`src/rtl/serial_adder_ctrl_if.sv`:
```
`default_nettype none
// ============================================================================
//  Module      : serial_adder_ctrl_if
//  Description : Request/result bundle between a requester and the bit-serial
//                adder controller. The 'sub' member exists only when
//                SERIAL_ADDSUB_EN is defined.
//  Revision    : 1.0 - initial release
// ============================================================================
interface serial_adder_ctrl_if #(
    parameter int WIDTH = 8
);
    logic             start;
    logic [WIDTH-1:0] a;
    logic [WIDTH-1:0] b;
    logic             cin;
`ifdef SERIAL_ADDSUB_EN
    logic             sub;
`endif
    logic             ready;
    logic             busy;
    logic             done;
    logic [WIDTH-1:0] sum;
    logic             cout;

`ifdef SERIAL_ADDSUB_EN
    modport master (output start, a, b, cin, sub, input ready, busy, done, sum, cout);
    modport slave  (input start, a, b, cin, sub, output ready, busy, done, sum, cout);
`else
    modport master (output start, a, b, cin, input ready, busy, done, sum, cout);
    modport slave  (input start, a, b, cin, output ready, busy, done, sum, cout);
`endif
endinterface
`default_nettype wire

```
`src/rtl/serial_adder_ctrl.sv`:
```
`default_nettype none
// ============================================================================
//  Module      : serial_adder_ctrl (with helper full_adder)
//  Description : Bit-serial WIDTH-bit adder. One 1-bit full adder is reused
//                for WIDTH cycles, LSB first, with the running carry held in
//                a flip-flop. Optional macro SERIAL_ADDSUB_EN adds a 'sub'
//                request bit that turns the operation into a - b.
//  Revision    : 1.0 - initial release
// ============================================================================

module full_adder (
    output logic sum,
    output logic carry,
    input  logic a,
    input  logic b,
    input  logic cin
);
    assign sum   = a ^ b ^ cin;
    assign carry = (a & b) | (a & cin) | (b & cin);
endmodule

module serial_adder_ctrl #(
    parameter int WIDTH = 8
) (
    input  logic               clk,
    input  logic               rst,
    serial_adder_ctrl_if.slave bus
);
    localparam int CW = (WIDTH > 1) ? $clog2(WIDTH) : 1;
    localparam logic [CW-1:0] C_LAST = CW'(WIDTH - 1);

    typedef enum logic [1:0] {
        S_IDLE  = 2'd0,
        S_SHIFT = 2'd1,
        S_DONE  = 2'd2
    } state_t;

    state_t           state_q, state_d;
    logic [WIDTH-1:0] opa_q, opa_d;
    logic [WIDTH-1:0] opb_q, opb_d;
    logic [WIDTH-1:0] sum_q, sum_d;
    logic             carry_q, carry_d;
    logic             cout_q, cout_d;
    logic [CW-1:0]    count_q, count_d;
    logic             fa_s;
    logic             fa_c;
    logic             sub_req;

`ifdef SERIAL_ADDSUB_EN
    assign sub_req = bus.sub;
`else
    assign sub_req = 1'b0;
`endif

    // The single shared 1-bit adder, always looking at the current LSBs.
    full_adder u_fa (
        .sum   (fa_s),
        .carry (fa_c),
        .a     (opa_q[0]),
        .b     (opb_q[0]),
        .cin   (carry_q)
    );

    // State and datapath registers; reset aborts any running operation.
    always_ff @(posedge clk or posedge rst) begin
        if (rst) begin
            state_q <= S_IDLE;
            opa_q   <= '0;
            opb_q   <= '0;
            sum_q   <= '0;
            carry_q <= 1'b0;
            cout_q  <= 1'b0;
            count_q <= '0;
        end else begin
            state_q <= state_d;
            opa_q   <= opa_d;
            opb_q   <= opb_d;
            sum_q   <= sum_d;
            carry_q <= carry_d;
            cout_q  <= cout_d;
            count_q <= count_d;
        end
    end

    // Next-state and datapath update: accept in IDLE, one bit per SHIFT cycle.
    always_comb begin
        state_d = state_q;
        opa_d   = opa_q;
        opb_d   = opb_q;
        sum_d   = sum_q;
        carry_d = carry_q;
        cout_d  = cout_q;
        count_d = count_q;
        case (state_q)
            S_IDLE: begin
                if (bus.start) begin
                    state_d = S_SHIFT;
                    opa_d   = bus.a;
                    // Subtraction is a + ~b + 1, so invert b and force carry-in.
                    opb_d   = sub_req ? ~bus.b : bus.b;
                    carry_d = sub_req ? 1'b1 : bus.cin;
                    count_d = '0;
                    sum_d   = '0;
                    cout_d  = 1'b0;
                end
            end
            S_SHIFT: begin
                sum_d   = {fa_s, sum_q[WIDTH-1:1]};
                carry_d = fa_c;
                opa_d   = opa_q >> 1;
                opb_d   = opb_q >> 1;
                if (count_q == C_LAST) begin
                    // Final bit: its carry-out is the overflow/no-borrow flag.
                    state_d = S_DONE;
                    cout_d  = fa_c;
                end else begin
                    count_d = count_q + 1'b1;
                end
            end
            S_DONE: begin
                state_d = S_IDLE;
            end
            default: begin
                state_d = S_IDLE;
            end
        endcase
    end

    assign bus.ready = (state_q == S_IDLE);
    assign bus.busy  = (state_q == S_SHIFT);
    assign bus.done  = (state_q == S_DONE);
    assign bus.sum   = sum_q;
    assign bus.cout  = cout_q;

endmodule
`default_nettype wire

```
`src/flat_wrapper.sv`:
```
// flat-port wrapper written by rule: the top's interface ports become plain ports
module serial_adder_ctrl_flat 
#(
    parameter int WIDTH = 8
)
  (clk, rst, bus_start, bus_a, bus_b, bus_cin, bus_ready, bus_busy, bus_done, bus_sum, bus_cout);
  serial_adder_ctrl_if #(.WIDTH(WIDTH)) bus_i ();
  input  logic clk;
  input  logic rst;
  input wire logic [$bits(bus_i.start)-1:0] bus_start;
  input wire logic [$bits(bus_i.a)-1:0] bus_a;
  input wire logic [$bits(bus_i.b)-1:0] bus_b;
  input wire logic [$bits(bus_i.cin)-1:0] bus_cin;
  output wire logic [$bits(bus_i.ready)-1:0] bus_ready;
  output wire logic [$bits(bus_i.busy)-1:0] bus_busy;
  output wire logic [$bits(bus_i.done)-1:0] bus_done;
  output wire logic [$bits(bus_i.sum)-1:0] bus_sum;
  output wire logic [$bits(bus_i.cout)-1:0] bus_cout;
  assign bus_i.start = bus_start;
  assign bus_i.a = bus_a;
  assign bus_i.b = bus_b;
  assign bus_i.cin = bus_cin;
  assign bus_ready = bus_i.ready;
  assign bus_busy = bus_i.busy;
  assign bus_done = bus_i.done;
  assign bus_sum = bus_i.sum;
  assign bus_cout = bus_i.cout;
  serial_adder_ctrl #(.WIDTH(WIDTH)) u_core (.clk(clk), .rst(rst), .bus(bus_i));
endmodule
```
`config.mk`:
```
export PLATFORM = sky130hd
export DESIGN_NAME = serial_adder_ctrl_flat
export DESIGN_NICKNAME = d
export VERILOG_FILES = /design/src/rtl/serial_adder_ctrl_if.sv /design/src/rtl/serial_adder_ctrl.sv /design/src/flat_wrapper.sv
export SDC_FILE = /design/constraint.sdc
export NUM_CORES = 1
export LEC_CHECK = 0
export ABC_AREA = 1
export CORE_MARGIN = 1.5
export CORE_UTILIZATION = 50
export DETAILED_ROUTE_END_ITERATION = 16
export PLACE_DENSITY = 0.76
export SYNTH_ARGS = -nofsm -noshare
export SYNTH_HDL_FRONTEND = slang
export SYNTH_SLANG_ARGS = --single-unit
```
`constraint.sdc`:
```
create_clock -name clk -period 1.7 [get_ports clk]
set_input_delay 0.34 -clock clk [delete_from_list [all_inputs] [get_ports clk]]
set_output_delay 0.34 -clock clk [all_outputs]
set_load 0.02 [all_outputs]
```
==> results.py <==
metrics = {
    "synthesis": {
        "synth_adder_area_share_pct": 2.880,
        "synth_area_sq_um": 1564,
        "syn-num-nets": 222,
        "ys_seq_area_share_pct": 49.60,
        "yosysUniqueCellTypes": 18,
        "synth_mux_area_share_pct": 0,
        "synth_cells": 199,
        "synth-seq-cells": 31,
        "avgSynthCellArea_sq_um": 7.859,
        "netlist_top_cells_area": "dfrtp_1, nand2_1, nand3_1",
        "synth-compound-area-share_pct": 0.3200,
        "yosys.area.top_type_share_pct": 49.60,
        "ys.warnings.count": 0,
        "synth-simple-area-share_pct": 37.68,
        "synth-xor-area-share_pct": 0,
        "yosysTopAreaCell": "dfrtp_1",
        "synth_top_family_by_area": "simple AND/OR/NAND/NOR gates",
    },
    "floorplan": {
        "start_util_pct": 52.08,
        "coreArea_sq_um": 3003,
        "row_count": 20,
        "chipWidth_um": 58.93,
        "pin_count": 32,
        "die_h_um": 58.93,
        "die_area_sq_um": 3473,
    },
    "critical_path": {
        "path_cells": "clkdlybuf4s50_1",
        "worst-path-buf-inv": 1,
        "cp_max_fo": 3,
        "crit_type": "register to output port",
        "start_kind": "register",
        "cp_top_family": "buffers and inverters",
        "worstPathRequired_ps": 1360,
        "cpPeakStageDelay_ps": 610,
        "cp-end-kind": "output port",
        "rrSetupSlack_ps": 400,
        "crit_slowest_cell": "clkdlybuf4s50_1",
        "worst_ep_arrival_time_ps": 1320,
    },
    "power_and_ir_drop": {
        "fin_total_pwr_mw": 3.272,
        "p_leak_nw": 1.164,
        "ir_worst_vdd_v": 0.0008389,
        "power_density_nw_per_um2": 1648,
    },
    "clock_network": {
        "clock-sinks": 31,
        "cts_tree": "done",
        "clkSlewWorstSetupHoldPaths_ps": 100,
        "root_buffer": "clkbuf_4",
        "numCtsBuffers": 5,
        "clockBufferDepth": 2,
        "htree_levels": 2,
        "clk_latency_ps": 340,
    },
    "routing": {
        "wire_per_inst_um": 11.11,
        "antenna_left": 0,
        "met2WireLength_um": 1381,
        "met1_length_um": 1442,
        "top_layer_used": "met4",
        "routed_via_density": 4.848,
        "drt_wl_total_um": 3000,
        "met3_length_um": 127,
        "routed-via-count": 1309,
        "drc_errors": 0,
        "drt_iter0_drc": 35,
        "dr.pass1.iters": 4,
    },
    "placed_design": {
        "place_inst": 262,
        "hpwlAfterDp_um": 2048,
        "gp_congestion": 0.7844,
        "dpl_cell_area_sq_um": 1888,
        "port_buffers": 31,
    },
    "sta": {
        "finalHoldViolCount": 0,
        "worst_pin_slew_ps": 383.0,
        "max-slew-margin-rel_pct": 74.47,
        "max_freq_mhz": 603.0,
        "slew_violations": 0,
        "fin_crit_ps": 1658,
        "totalNegativeSetupSlack_ps": 0,
        "rsz0062_at_grt": "false",
        "period_share_pct": 97.54,
        "clock_skew_ps": 9.536,
        "setup_viol": 0,
    },
    "layout": {
        "diodes": 0,
        "nNetsFinal": 259,
        "multiInputGateArea_sq_um": 639.4,
        "postLayoutCoreUtil_pct": 66.13,
        "fin_cells": 270,
        "fillCellCount": 271,
        "design_area_sq_um": 1986,
        "drive_gt1_share_pct": 9.705,
        "seq_area_sq_um": 777.0,
        "area.growth.synth_to_final_pct": 26.96,
    },
    "run_status": {
        "outcome": "complete, no violations",
    },
    "min_path": {
        "hold_path.class": "input port to asynchronous set/reset pin",
    },
    "global_routing": {
        "grt_pass1_wl_um": 5112,
        "grt_max_degree": 32,
        "gr-total-overflow": 0,
        "antenna_found_initial": 0,
        "grtUsageTotal_pct": 19.64,
        "grt_pass1_vias": 1211,
    },
    "flow_run": {
        "drv_cap": 0,
    },
}
[placed cells by master, fill, tap and decap left out, types with 2 or more instances in the layout]
cell               n
buf_4              8
clkbuf_4           5
clkdlybuf4s50_1   23
dfrtp_1           30
dlygate4sd2_1      2
dlymetal6s2s_1     5
ha_1               2
inv_1             11
inv_2              2
nand2_1          112
nand2_4            2
nand3_1           20
nand4_1            3
nor2_1             2
[path summary, 6_finish.rpt]
kind                                   start           endpoint  depth (start not counted)
max in group asynchronous                rst  u_core.state_q[0]                          3
max reg2reg                u_core.count_q[0]  u_core.count_q[0]                          6
max                        u_core.bus.sum[3]         bus_sum[3]                          1
min                                      rst    u_core.opb_q[4]                          3
min reg2reg                u_core.bus.sum[0]  u_core.bus.sum[0]                          2
min in group clk           u_core.bus.sum[0]  u_core.bus.sum[0]                          2
[cells in the mapped netlist, drive strengths merged]
cell type	number
buf	9
ha	2
inv	14
nand4	3
clkinv	1
o21ai	1
fa	1
nor2	2
nand2	115
nand3	20
dfrtp	31
[metrics by stage]
stage                     worst slack (ps)  hold WS (ps)
after floorplan                      415.1         442.7
after global placement               134.4         453.4
final                                41.75         369.1
after CTS                            6.935         379.7
after global routing                 3.872         430.0
after detailed placement             131.3         459.2
[registers in the layout, summed over array words and instances, names as in the netlist]
signal,cells
u_core.bus.cout,1
u_core.count_q,3
u_core.opa_q,8
u_core.bus.sum,8
u_core.carry_q,1
u_core.state_q,2
u_core.opb_q,8
[cell families after synthesis]
kind of cell	after synthesis
buf+inv	24
compound gates	1
flops	31
simple gates	140
fa+ha+maj	3
[report_power, final]
group	switching, mW	internal (mW)	total, mW
sequential	0.165	1.02	1.19
combinational	0.864	0.603	1.47
clock	0.268	0.347	0.615
total	1.30	1.98	3.27
[final cells by class]
type	instances	share of cell area [%]
inverter	15	3.088
clock inverter	2	1.764
tap	33	2.079
timing repair buffer	39	19.16
sequential	31	39.13
multi-input combinational	144	32.20
clock buffer	6	2.583
[routing by layer]
metal	global-route usage, %	vias to the layer above
li1	-	682
met1	25.93	596
met2	31.59	26
met3	4.835	5
met4	6.818	0
met5	0	-
[what timing repair did]
action / in CTS / in global routing
endpoints found under the setup margin: 3 / 8
hold buffers: 0 / 0
setup buffers: 0 / 0
gates resized for setup: 3 / 7
endpoints found under the hold margin: 0 / 0
(Power assumes the default switching activity.)
